$ cat src/rtl/zx_video_pkg.sv
// rtl/zx_video_pkg.sv - machine timing profiles for the Spectrum raster generator
package zx_video_pkg;

    localparam int ACTIVE_W  = 256;
    localparam int ACTIVE_H  = 192;
    localparam int NPROF_MAX = 3;

    typedef struct packed {
        logic [8:0] h_total;
        logic [8:0] v_total;
        logic [8:0] hblank_s;
        logic [8:0] hblank_e;
        logic [8:0] hsync_s;
        logic [8:0] hsync_e;
        logic [8:0] vsync_s;
        logic [8:0] vsync_e;
        logic [8:0] int_line;
        logic [8:0] int_col;
        logic [6:0] int_len;
    } timing_t;

    // Range ends are exclusive: a signal is high for start <= count < end.
    localparam timing_t PROFILE [NPROF_MAX] = '{
        '{9'd448, 9'd312, 9'd312, 9'd416, 9'd336, 9'd368, 9'd240, 9'd244, 9'd248, 9'd4,   7'd64},
        '{9'd456, 9'd311, 9'd312, 9'd424, 9'd340, 9'd372, 9'd240, 9'd244, 9'd248, 9'd8,   7'd72},
        '{9'd448, 9'd320, 9'd312, 9'd420, 9'd338, 9'd370, 9'd248, 9'd256, 9'd239, 9'd326, 7'd64}
    };

    function automatic logic in_range(input logic [8:0] v, input logic [8:0] s, input logic [8:0] e);
        return (v >= s) && (v < e);
    endfunction

endpackage

$ cat src/rtl/zx_raster_counter.sv
// rtl/zx_raster_counter.sv - hc/vc raster counters with line/frame wrap and frame_start pulse
module zx_raster_counter #(
    parameter int HC_W = 9,
    parameter int VC_W = 9
) (
    input  logic            clk_sys,
    input  logic            reset,
    input  logic            ce,
    input  logic [HC_W-1:0] h_total,
    input  logic [VC_W-1:0] v_total,
    output logic [HC_W-1:0] hc,
    output logic [VC_W-1:0] vc,
    output logic [HC_W-1:0] hc_nx,
    output logic [VC_W-1:0] vc_nx,
    output logic            line_wrap,
    output logic            frame_wrap,
    output logic            frame_start
);

    logic h_last;
    logic v_last;

    always_comb begin
        h_last     = (hc == h_total - HC_W'(1));
        v_last     = (vc == v_total - VC_W'(1));
        hc_nx      = h_last ? '0 : hc + HC_W'(1);
        vc_nx      = vc;
        if (h_last)
            vc_nx = v_last ? '0 : vc + VC_W'(1);
        line_wrap  = ce & h_last;
        frame_wrap = ce & h_last & v_last;
    end

    // frame_start is a single clk_sys pulse even when ce is sparse.
    always_ff @(posedge clk_sys or posedge reset) begin
        if (reset) begin
            hc          <= '0;
            vc          <= '0;
            frame_start <= 1'b0;
        end else begin
            frame_start <= frame_wrap;
            if (ce) begin
                hc <= hc_nx;
                vc <= vc_nx;
            end
        end
    end

endmodule

$ cat src/rtl/zx_video_timing.sv
// rtl/zx_video_timing.sv - raster timing, sync/blank decode, frame INT and raster-line IRQ
module zx_video_timing
    import zx_video_pkg::*;
#(
    parameter int NPROF = 3,
    parameter int HC_W  = 9,
    parameter int VC_W  = 9,
    parameter int PW    = $clog2(NPROF)
) (
    input  logic            clk_sys,
    input  logic            reset,
    input  logic            ce_7mn,
    input  logic [PW-1:0]   prof_sel,
    input  logic            line_irq_ena,
    input  logic [VC_W-1:0] line_irq_line,
    input  logic            line_irq_ack,
    output logic [PW-1:0]   prof_active,
    output logic [HC_W-1:0] hc,
    output logic [VC_W-1:0] vc,
    output logic [3:0]      fetch_phase,
    output logic            border,
    output logic            hblank,
    output logic            hsync,
    output logic            vsync,
    output logic            nINT,
    output logic            line_irq,
    output logic            flash,
    output logic            frame_start
);

    localparam logic [PW:0] NPROF_V = (PW+1)'(NPROF);

    timing_t         t;
    logic [HC_W-1:0] hc_nx;
    logic [VC_W-1:0] vc_nx;
    logic [8:0]      h9;
    logic [8:0]      v9;
    logic            line_wrap;
    logic            frame_wrap;
    logic            int_hit;
    logic            line_set;
    logic [4:0]      flash_cnt;
    logic [6:0]      int_cnt;

    assign t = PROFILE[prof_active];

    zx_raster_counter #(
        .HC_W(HC_W),
        .VC_W(VC_W)
    ) u_cnt (
        .clk_sys     (clk_sys),
        .reset       (reset),
        .ce          (ce_7mn),
        .h_total     (HC_W'(t.h_total)),
        .v_total     (VC_W'(t.v_total)),
        .hc          (hc),
        .vc          (vc),
        .hc_nx       (hc_nx),
        .vc_nx       (vc_nx),
        .line_wrap   (line_wrap),
        .frame_wrap  (frame_wrap),
        .frame_start (frame_start)
    );

    // Decode from next-count values so each output lines up with the count it describes.
    assign h9          = 9'(hc_nx);
    assign v9          = 9'(vc_nx);
    assign int_hit     = (v9 == t.int_line) && (h9 == t.int_col);
    assign line_set    = line_wrap & line_irq_ena & (vc_nx == line_irq_line);
    assign fetch_phase = hc[3:0];
    assign flash       = flash_cnt[4];

    always_ff @(posedge clk_sys or posedge reset) begin
        if (reset) begin
            prof_active <= '0;
            flash_cnt   <= '0;
            border      <= 1'b0;
            hblank      <= 1'b0;
            hsync       <= 1'b0;
            vsync       <= 1'b0;
            nINT        <= 1'b1;
            int_cnt     <= '0;
            line_irq    <= 1'b0;
        end else begin
            if (ce_7mn) begin
                border <= (vc_nx >= VC_W'(ACTIVE_H)) | (hc_nx >= HC_W'(ACTIVE_W));
                hblank <= in_range(h9, t.hblank_s, t.hblank_e);
                hsync  <= in_range(h9, t.hsync_s, t.hsync_e);
                vsync  <= in_range(v9, t.vsync_s, t.vsync_e);
                if (frame_wrap) begin
                    flash_cnt <= flash_cnt + 5'd1;
                    if ({1'b0, prof_sel} < NPROF_V)
                        prof_active <= prof_sel;
                end
                // Length is latched at the start, so a later profile switch cannot cut the pulse short.
                if (int_hit) begin
                    nINT    <= 1'b0;
                    int_cnt <= t.int_len - 7'd1;
                end else if (!nINT) begin
                    if (int_cnt == 7'd0)
                        nINT <= 1'b1;
                    else
                        int_cnt <= int_cnt - 7'd1;
                end
            end
            if (line_set)
                line_irq <= 1'b1;
            else if (line_irq_ack)
                line_irq <= 1'b0;
        end
    end

endmodule

$ cat config.mk
export PLATFORM = sky130hd
export DESIGN_NAME = zx_video_timing
export DESIGN_NICKNAME = d
export VERILOG_FILES = /design/src/rtl/zx_video_pkg.sv /design/src/rtl/zx_raster_counter.sv /design/src/rtl/zx_video_timing.sv
export SDC_FILE = /design/constraint.sdc
export NUM_CORES = 1
export LEC_CHECK = 0
export BUFFER_PORTS_ARGS = -buffer_cell sky130_fd_sc_hd__buf_2
export CAP_MARGIN = 20
export CORE_MARGIN = 3
export CORE_UTILIZATION = 35
export CTS_CLUSTER_DIAMETER = 60
export DETAILED_ROUTE_END_ITERATION = 16
export PLACE_DENSITY_LB_ADDON = 0.08
export RECOVER_POWER = 25
export SETUP_SLACK_MARGIN = 0.05
export SLEW_MARGIN = 30
export SYNTH_ARGS = -nofsm -noshare
export SYNTH_HDL_FRONTEND = slang
export SYNTH_HIERARCHICAL = 1
export SYNTH_SLANG_ARGS = --single-unit
export TNS_END_PERCENT = 100
$ cat constraint.sdc
create_clock -name clk_sys -period 14.7 [get_ports clk_sys]
set_input_delay 2.94 -clock clk_sys [delete_from_list [all_inputs] [get_ports clk_sys]]
set_output_delay 2.94 -clock clk_sys [all_outputs]
set_load 0.02 [all_outputs]
======== Word level (Yosys, flattened, before mapping) ========
Cells that the tools add are included.
word-level totals
  input port bits ......................... 16
  register bits ........................... 39
cells by class
  muxes and demuxes ....................... 14
  equality and inequality tests ........... 7
  add/sub/neg operators ................... 7
  $lt $le $gt $ge ......................... 10
  reduce and logical (&&, ||, !) cells .... 9
  bitwise gates (word level) .............. 6
operator list
  cell                 count
  $bmux 97 s2          1
  $mux 97              2
  $eq 9x9->1           5
  $ge 9x9->1           3
  $lt 9x9->1           3
  $mux 9               3
  $mux 7               3
  $add 9x1->9 const B  2
  $sub 9x1->9 const B  2
  $sub 7x1->7 const B  2
  $ge 9x8->1 const B   1
  $ge 9x9->1 const B   1
  $logic_not 7->1      1
  $reduce_and 3->1     2
  $add 5x1->5 const B  1
  $mux 1               5
  $and 1x1->1          4
  $logic_and 1x1->1    4
  $ge 3x3->1 const B   1
  $not 2->3            1
  $lt 2x2->1 const B   1
  $ne 2x1->1 const B   1
  $ne 2x2->1 const B   1
  $reduce_and 2->1     1
  2 further kinds      2

======== Depth between registers and ports, before layout ========
Gate-level depths: netlist of run 1.
  depth after elaboration ................. 12
  mapped depth ............................ 24

======== Modules after synthesis ========
The synthesis of run 1 kept the hierarchy.
modules (own cells, without submodules)
  module             area an instance (um2)  times used  seq. area each (um2)  cells each
  zx_raster_counter  1948.1                  1           475.5                 233
  zx_video_timing    1745.4                  1           501.7                 184

======== Least setup slack after synthesis of run 1 ========
Ideal clock, no wire load.
  kind .................................... reg-to-reg
  start ................................... register prof_active[1]
  end ..................................... register int_cnt[4]
  setup slack ............................. 8.935 ns
  data arrival time ....................... 5.620 ns
  setup time .............................. 0.144 ns
  stages on the path, launching flop included .. 22
  period minus slack after synthesis ...... 5.765 ns
  cell sequence ........................... dfrtp_1 -> inv_1 -> nor2_1 -> inv_1 -> or3b_2 -> or4_1 -> o311a_1 -> and2_4 -> buf_6 -> nor2_2 -> buf_2 -> a21oi_1 -> ha_1 -> or3b_1 -> nor4_4 -> o211a_1 -> buf_4 -> nand2b_1 -> ha_1 -> nand2_1 -> o311ai_0 -> o211ai_2
RTL lines
  item                      RTL line                source
  start: declaration        zx_video_timing.sv:17   output logic [PW-1:0] prof_active,
  start signal: assignment  zx_video_timing.sv:93   prof_active <= prof_sel;
  end signal: assignment    zx_video_timing.sv:98   int_cnt <= t.int_len - 7'd1;
  end signal: assignment    zx_video_timing.sv:103  int_cnt <= int_cnt - 7'd1;
  end: declaration          zx_video_timing.sv:43   logic [6:0] int_cnt;

==> metrics.md, run 1 <==
| Metric | Value |
|---|---|
| Ratio of cells with drive above 1 in the final layout | 0.186 |
| HP Class | reg2reg |
| First-pass GRT wire length | 16,200 um |
| Worst Path Class, Setup | reg2reg |
| IO Port Bufs | 47 |
| Fmax | 145 MHz |
| CTS Root Cell | clkbuf_8 |
| Reg clk slew, reported paths | 0.09 ns |
| Synth Area in Compound Gates | 0.211 |
| Largest net degree at the start of global routing | 27 |
| Hold Path Stages | 1 |
| Ys flop type | dfrtp_1 |
| Pwr Total | 517 uW |
| Switch Pwr | 243 uW |
| Period minus WS final | 6.89 ns |
| Critical Path Sink Type | register |
| Drt via density | 5.24 |
| PD cells | 125 mW/mm^2 |
| Final setup fails | 0 |
| Synthesized area per cell | 8.86 sq um |
| Pre-antenna DRT Iters | 4 |
| Sequential power share | 0.333 |
| Synth cell count leaders | dfrtp_1, nor2_1, inv_1, ha_1, xnor2_1 |
| Vert. Die Dim | 109 um |
| Power share of the combinational group | 0.514 |
| Synth Register Bits | 39 |
| Total negative slack | 0 ns |
| Worst-path fanout max | 16 |
| Mux cell area share after synthesis | 0.0234 |
| Leading post-synthesis cells by cell area | dfrtp_1, ha_1, xnor2_1, a221o_1, nor2_1 |
| Grt total ovfl | 0 |
| Drt total wl | 9710 um |
| Max-Cap Viols | 0 |
| Clock Skew | 0.00715 ns |
| Ys async rst share | 1.00 |
| Clock share of power | 0.153 |
| Post-synth EDFFs | 0 |
| Worst slew pin tran | 0.869 ns |
| Worst reg-to-reg path cell count | 18 |
| CTS resizes | 0 |
| M3 GR Usage | 0.0302 |
| WL/cell | 15.9 um |
| Synth Warn # | 6 |
| Starting density of the core | 0.369 |
| Simple-gate share of the synthesized area | 0.259 |
| Via count | 3,201 |
| Num CTS Buffers | 5 |
| Worst skew pair latency | 0.30 ns |
| Final hold vios | 0 |
| Detailed-route DRC error count | 0 |
| Area after DPL | 0.00406 sq mm |
| Grt peak-use layer | met2 |
| Gpl congestion | 0.855 |
| Post-DP HPWL | 7410 um |
| Count leader, synth | dfrtp_1 |
| Final Cycle Share | 0.469 |
| Area Overhead vs Synth | 12.4% |
| Worst rel slew slack | 0.419 |
| Top cell type's share of synthesized area | 0.257 |
| Layout Utilization | 0.415 |
| Post-CTS Setup Repair Bufs | 0 |
| Adder-cell share of the synthesized area | 0.0915 |
| Critical Path AT | 7.06 ns |
| Internal power | 274 uW |
| Syn Inst Count | 417 |
| Leakage Power | 1.86 nW |
| RSZ-0062 raised after global routing | no |
| Clk sinks | 39 |
| Post-synth top area cell | dfrtp_1 |
| CP Launch Type | register |
| Antenna Nets Post-Route | 0 |
| VDD IR-drop max | 0.0000585 V |
| Synth cell types | 79 |
| Core Area | 0.0100 sq mm |
| Hold_buf cts | 0 |
| # rows | 36 |
| Register area share after synthesis | 0.265 |
| Slew Viols, Final | 0 |
| Met1 Track Usage GR | 0.239 |
| CTS tree | built |
| H-tree Lvls | 2 |
| DR iter-0 viols | 226 |
| Fin area | 0.00415 sq mm |
| Post-Synth XOR/XNOR Area | 0.0830 |
| Switching share of power | 0.470 |
| # IOs | 48 |
| Worst path required time | 14.87 ns |
| GR Util All Layers | 0.174 |
| Setup slack, reg-to-reg | 7.81 ns |
| Largest family of logic cells by synthesized area | simple AND/OR/NAND/NOR gates |
| ANT cells | 0 |
| Fin nets | 520 |
| Outcome | finished clean |
| Post-Syn Area | 0.00369 sq mm |
| Die area | 0.0118 sq mm |
| Initial antenna violation count | 0 |
| Die width | 109 um |
| Vias in the first global route | 3,184 |
| Met2 Use GR | 0.279 |
| Bufs on Longest Clock Path | 2 |
power by group through the flow:
stage | sequential, mW | clock, mW | combinational, mW
3_5_place_dp | 0.176 | 0 | 0.266
5_1_grt | 0.179 | 0.0875 | 0.298
3_3_place_gp | 0.175 | 0 | 0.267
4_1_cts | 0.174 | 0.0836 | 0.268
6_report | 0.172 | 0.0792 | 0.266
2_1_floorplan | 0.176 | 0 | 0.201
sequential cells by signal, summed over array words and instances (netlist names), 2 cells and up:
name	flops
u_cnt/hc	9
prof_active	2
flash_cnt	5
int_cnt	7
u_cnt/vc	9
critical path, cell delays in order, from the launching register on:
cell,delay [ns]
dfrtp_1,0.56
inv_1,0.33
nor2_1,0.75
inv_1,0.50
or3b_2,0.56
or4_1,0.40
o311a_1,0.13
and2_4,0.21
nor2_2,0.54
a21oi_1,0.21
ha_1,0.34
or3b_1,0.39
nor4_4,0.34
o211a_1,0.42
nand2b_1,0.18
ha_1,0.25
nand2_1,0.09
o311ai_0,0.40
o211ai_2,0.13
through the flow:
step / setup WS (ns) / cells / hold WS (ns)
floorplan: 8.94 / 444 / 0.446
global placement: 7.90 / 603 / 0.459
detailed placement: 7.84 / 603 / 0.461
CTS: 7.78 / 611 / 0.475
global route: 7.16 / 611 / 0.508
finish: 7.81 / 611 / 0.472
cell type report:
type,count,area [sq um]
clock buffer,5,68.8
clock inverter,3,23.8
fill,1028,5850
inverter,29,109
multi-input combinational,355,2570
sequential,39,977
tap,133,166
timing repair buffer,47,234
layout by cell type (no fill, tap or decap), types with 13 or more instances in the layout:
cell     Yosys  layout
buf_2        3      46
dfrtp_1     38      38
nor2_1      35      35
inv_1       29      28
conb_1       1      28
ha_1        27      27
xnor2_1     24      24
nand2_1     16      16
nand3_1     16      16
a21oi_1     14      14
a221o_1     14      14
o21ai_0     13      13
worst paths after layout:
check | end | startpoint
setup / recovery | int_cnt[4] | prof_active[1]
hold / removal | flash_cnt[4] | flash_cnt[4]
setup reg to reg | int_cnt[4] | prof_active[1]
hold reg to reg | flash_cnt[4] | flash_cnt[4]
max in group asynchronous | int_cnt[4] | reset
min in group asynchronous | u_cnt/frame_start | reset
metal layers:
layer  wire length (um)  part of all wire  vias up
li1                   -                 -     1643
met1               4740              0.49     1474
met2               4390              0.45       74
met3                464             0.048       10
met4                111             0.011        0
met5                  0                 0        -
kinds of logic (layout without fill, tap and decap cells):
group / Yosys count / count (layout)
other: 1 / 28
buffers and inverters: 50 / 84
XOR/XNOR: 35 / 35
AO/OA/AOI/OAI: 97 / 97
adder cells (fa/ha/maj): 27 / 27
multiplexers: 8 / 8
AND/OR/NAND/NOR: 160 / 160
flip-flops: 39 / 39
Note: power is estimated with default switching activity, not from simulation.
==> inputs of run 2 (changes only) <==
==> constraint.sdc (replaced) <==
create_clock -name clk_sys -period 5.86 [get_ports clk_sys]
set_input_delay 1.172 -clock clk_sys [delete_from_list [all_inputs] [get_ports clk_sys]]
set_output_delay 1.172 -clock clk_sys [all_outputs]
set_load 0.02 [all_outputs]
==> run 2 against run 1 <==
Hold slack worse by 0.0065 ns. First-iteration DRC count down 32%. Clock power rose to 3.4 times the previous value. Critical endpoint unchanged. Highest routed layer unchanged. Cell count up 2.1%.
==> metrics.md, run 2 (synthesis results as in run 1) <==
| Metric | Value |
|---|---|
| Fill cell count | 1,060 |
| Outcome | finished clean |
| Pre-antenna DRT Iters | 4 |
| Max-Cap Viols | 0 |
| Via count | 3,275 |
| Core Area | 0.0100 sq mm |
| Drt total wl | 9570 um |
| Detailed-route DRC error count | 0 |
| Largest net degree at the start of global routing | 27 |
| Worst Path Class, Setup | reg2reg |
| Non-Filler Instances | 624 |
| Clock Skew | 0.0117 ns |
| M1 WL | 4760 um |
| Fmax | 191 MHz |
| Setup ws final | 0.618 ns |
| Fin nets | 533 |
| Met2 WL post-DR | 4380 um |
| GR Util All Layers | 0.170 |
| CP Launch Type | register |
| Slew Viols, Final | 0 |
| Fin area | 0.00429 sq mm |
| Vert. Die Dim | 109 um |
| Area after DPL | 0.00416 sq mm |
| First-pass GRT wire length | 16,100 um |
| Gpl congestion | 0.874 |
| HP Class | reg2reg |
| CTS resizes | 0 |
| Met3 wire length | 380 um |
| Layout Utilization | 0.429 |
| DR iter-0 viols | 153 |
| Period minus WS final | 5.24 ns |
| Leakage Power | 1.96 nW |
| Bufs on Longest Clock Path | 2 |
| Reg clk slew, reported paths | 0.07 ns |
| Grt total ovfl | 0 |
| Post-DP HPWL | 7470 um |
| Biggest regs | u_cnt/hc: 9 flops, u_cnt/vc: 9 flops, int_cnt: 7 flops |
| Critical path cell sequence | inv_1 > nand2_1 > inv_1 > inv_1 > ha_1 > nor4b_1 > o311ai_0 > a32oi_1 > o2111ai_1 > buf_4 > nor3b_4 > a221o_1 > ha_1 > nand4_1 > nor4_4 > o211a_1 > nand2b_1 > ha_1 > nand2_1 > o311ai_0 > o211ai_2 |
| PD cells | 323 mW/mm^2 |
| Placed cells | 616 |
| Initial antenna violation count | 0 |
| Pwr Total | 1.39 mW |
| CP peak stage delay | 0.52 ns |
| CTS tree | built |
| Antenna Nets Post-Route | 0 |
| Ratio of cells with drive above 1 in the final layout | 0.208 |
| Final Cycle Share | 0.894 |
| H-tree Lvls | 2 |
| # rows | 36 |
| Crit path max-delay cell type | nor4b_1 |
| WL/cell | 15.3 um |
| Area occupied by multi-input gates | 0.00257 sq mm |
| Total negative slack | 0 ns |
| Dpl ws | 0.597 ns |
| Num CTS Buffers | 5 |
| Vias in the first global route | 3,203 |
| Die area | 0.0118 sq mm |
| Minimum hold slack | 0.466 ns |
| Clk sinks | 39 |
| Final hold vios | 0 |
| Gate family responsible for the most delay along the worst path | compound AO/OA/AOI/OAI gates |
| ANT cells | 0 |
| Die width | 109 um |
| Worst slew pin tran | 0.801 ns |
| Drt via density | 5.25 |
| Top Layer Used | met4 |
| VDD IR-drop max | 0.000158 V |
| Most frequent cells in the layout | buf_2, dfrtp_1, nor2_1, inv_1, conb_1 |
| Worst-path fanout max | 12 |
| Starting density of the core | 0.369 |
| # IOs | 48 |
| IO Port Bufs | 47 |
| Worst skew pair latency | 0.30 ns |
| Critical Path AT | 5.40 ns |
| Final setup fails | 0 |
| CTS Root Cell | clkbuf_8 |
| Buf/Inv on CP | 4 |
| Hold_buf cts | 0 |
| Area Overhead vs Synth | 16.2% |
| Worst rel slew slack | 0.465 |
| Reg area | 977 sq um |
| Worst path required time | 6.02 ns |
| Commonest non-fill, non-tap cell in the layout | buf_2 |
| Post-CTS Setup Repair Bufs | 0 |
| RSZ-0062 raised after global routing | no |
| Critical Path Sink Type | register |
## run 2: cell count changes in the layout (fill, tap and decap cells not counted), sizes merged
cell,delta
buf,+14
bufinv,+2
clkinv,-1
clkinvlp,-2
## run 2: final timing paths
check                               start      endpoint  slack, ns  cells after the start
max                        prof_active[1]    int_cnt[4]       0.62                     21
min                          flash_cnt[4]  flash_cnt[4]       0.47                      1
max reg2reg                prof_active[1]    int_cnt[4]       0.62                     21
min reg2reg                  flash_cnt[4]  flash_cnt[4]       0.47                      1
max in group asynchronous           reset   u_cnt/hc[6]       4.34                      2
min in group asynchronous           reset      line_irq       1.01                      2
## run 2: layout make-up
| class | instances | share of cell area |
|---|---|---|
| multi-input cells | 355 | 0.600 |
| flip-flops and latches | 39 | 0.228 |
| repair buffers | 60 | 0.0776 |
| clock inverters | 2 | 0.0140 |
| inverters | 29 | 0.0254 |
| well taps | 133 | 0.0388 |
| clock buffers | 6 | 0.0169 |
## run 2: report_power, final
| group | total [mW] | switching [mW] | internal (mW) | leakage [nW] |
|---|---|---|---|---|
| registers | 0.431 | 0.101 | 0.330 | 0.481 |
| logic | 0.685 | 0.397 | 0.288 | 1.41 |
| clock network | 0.272 | 0.101 | 0.170 | 0.0654 |
| total | 1.39 | 0.599 | 0.788 | 1.96 |
## run 2: metal layers
layer	vias to the layer above	track usage
li1	1679	-
met1	1521	0.244
met2	69	0.273
met3	6	0.0249
met4	0	0.0316
met5	-	0
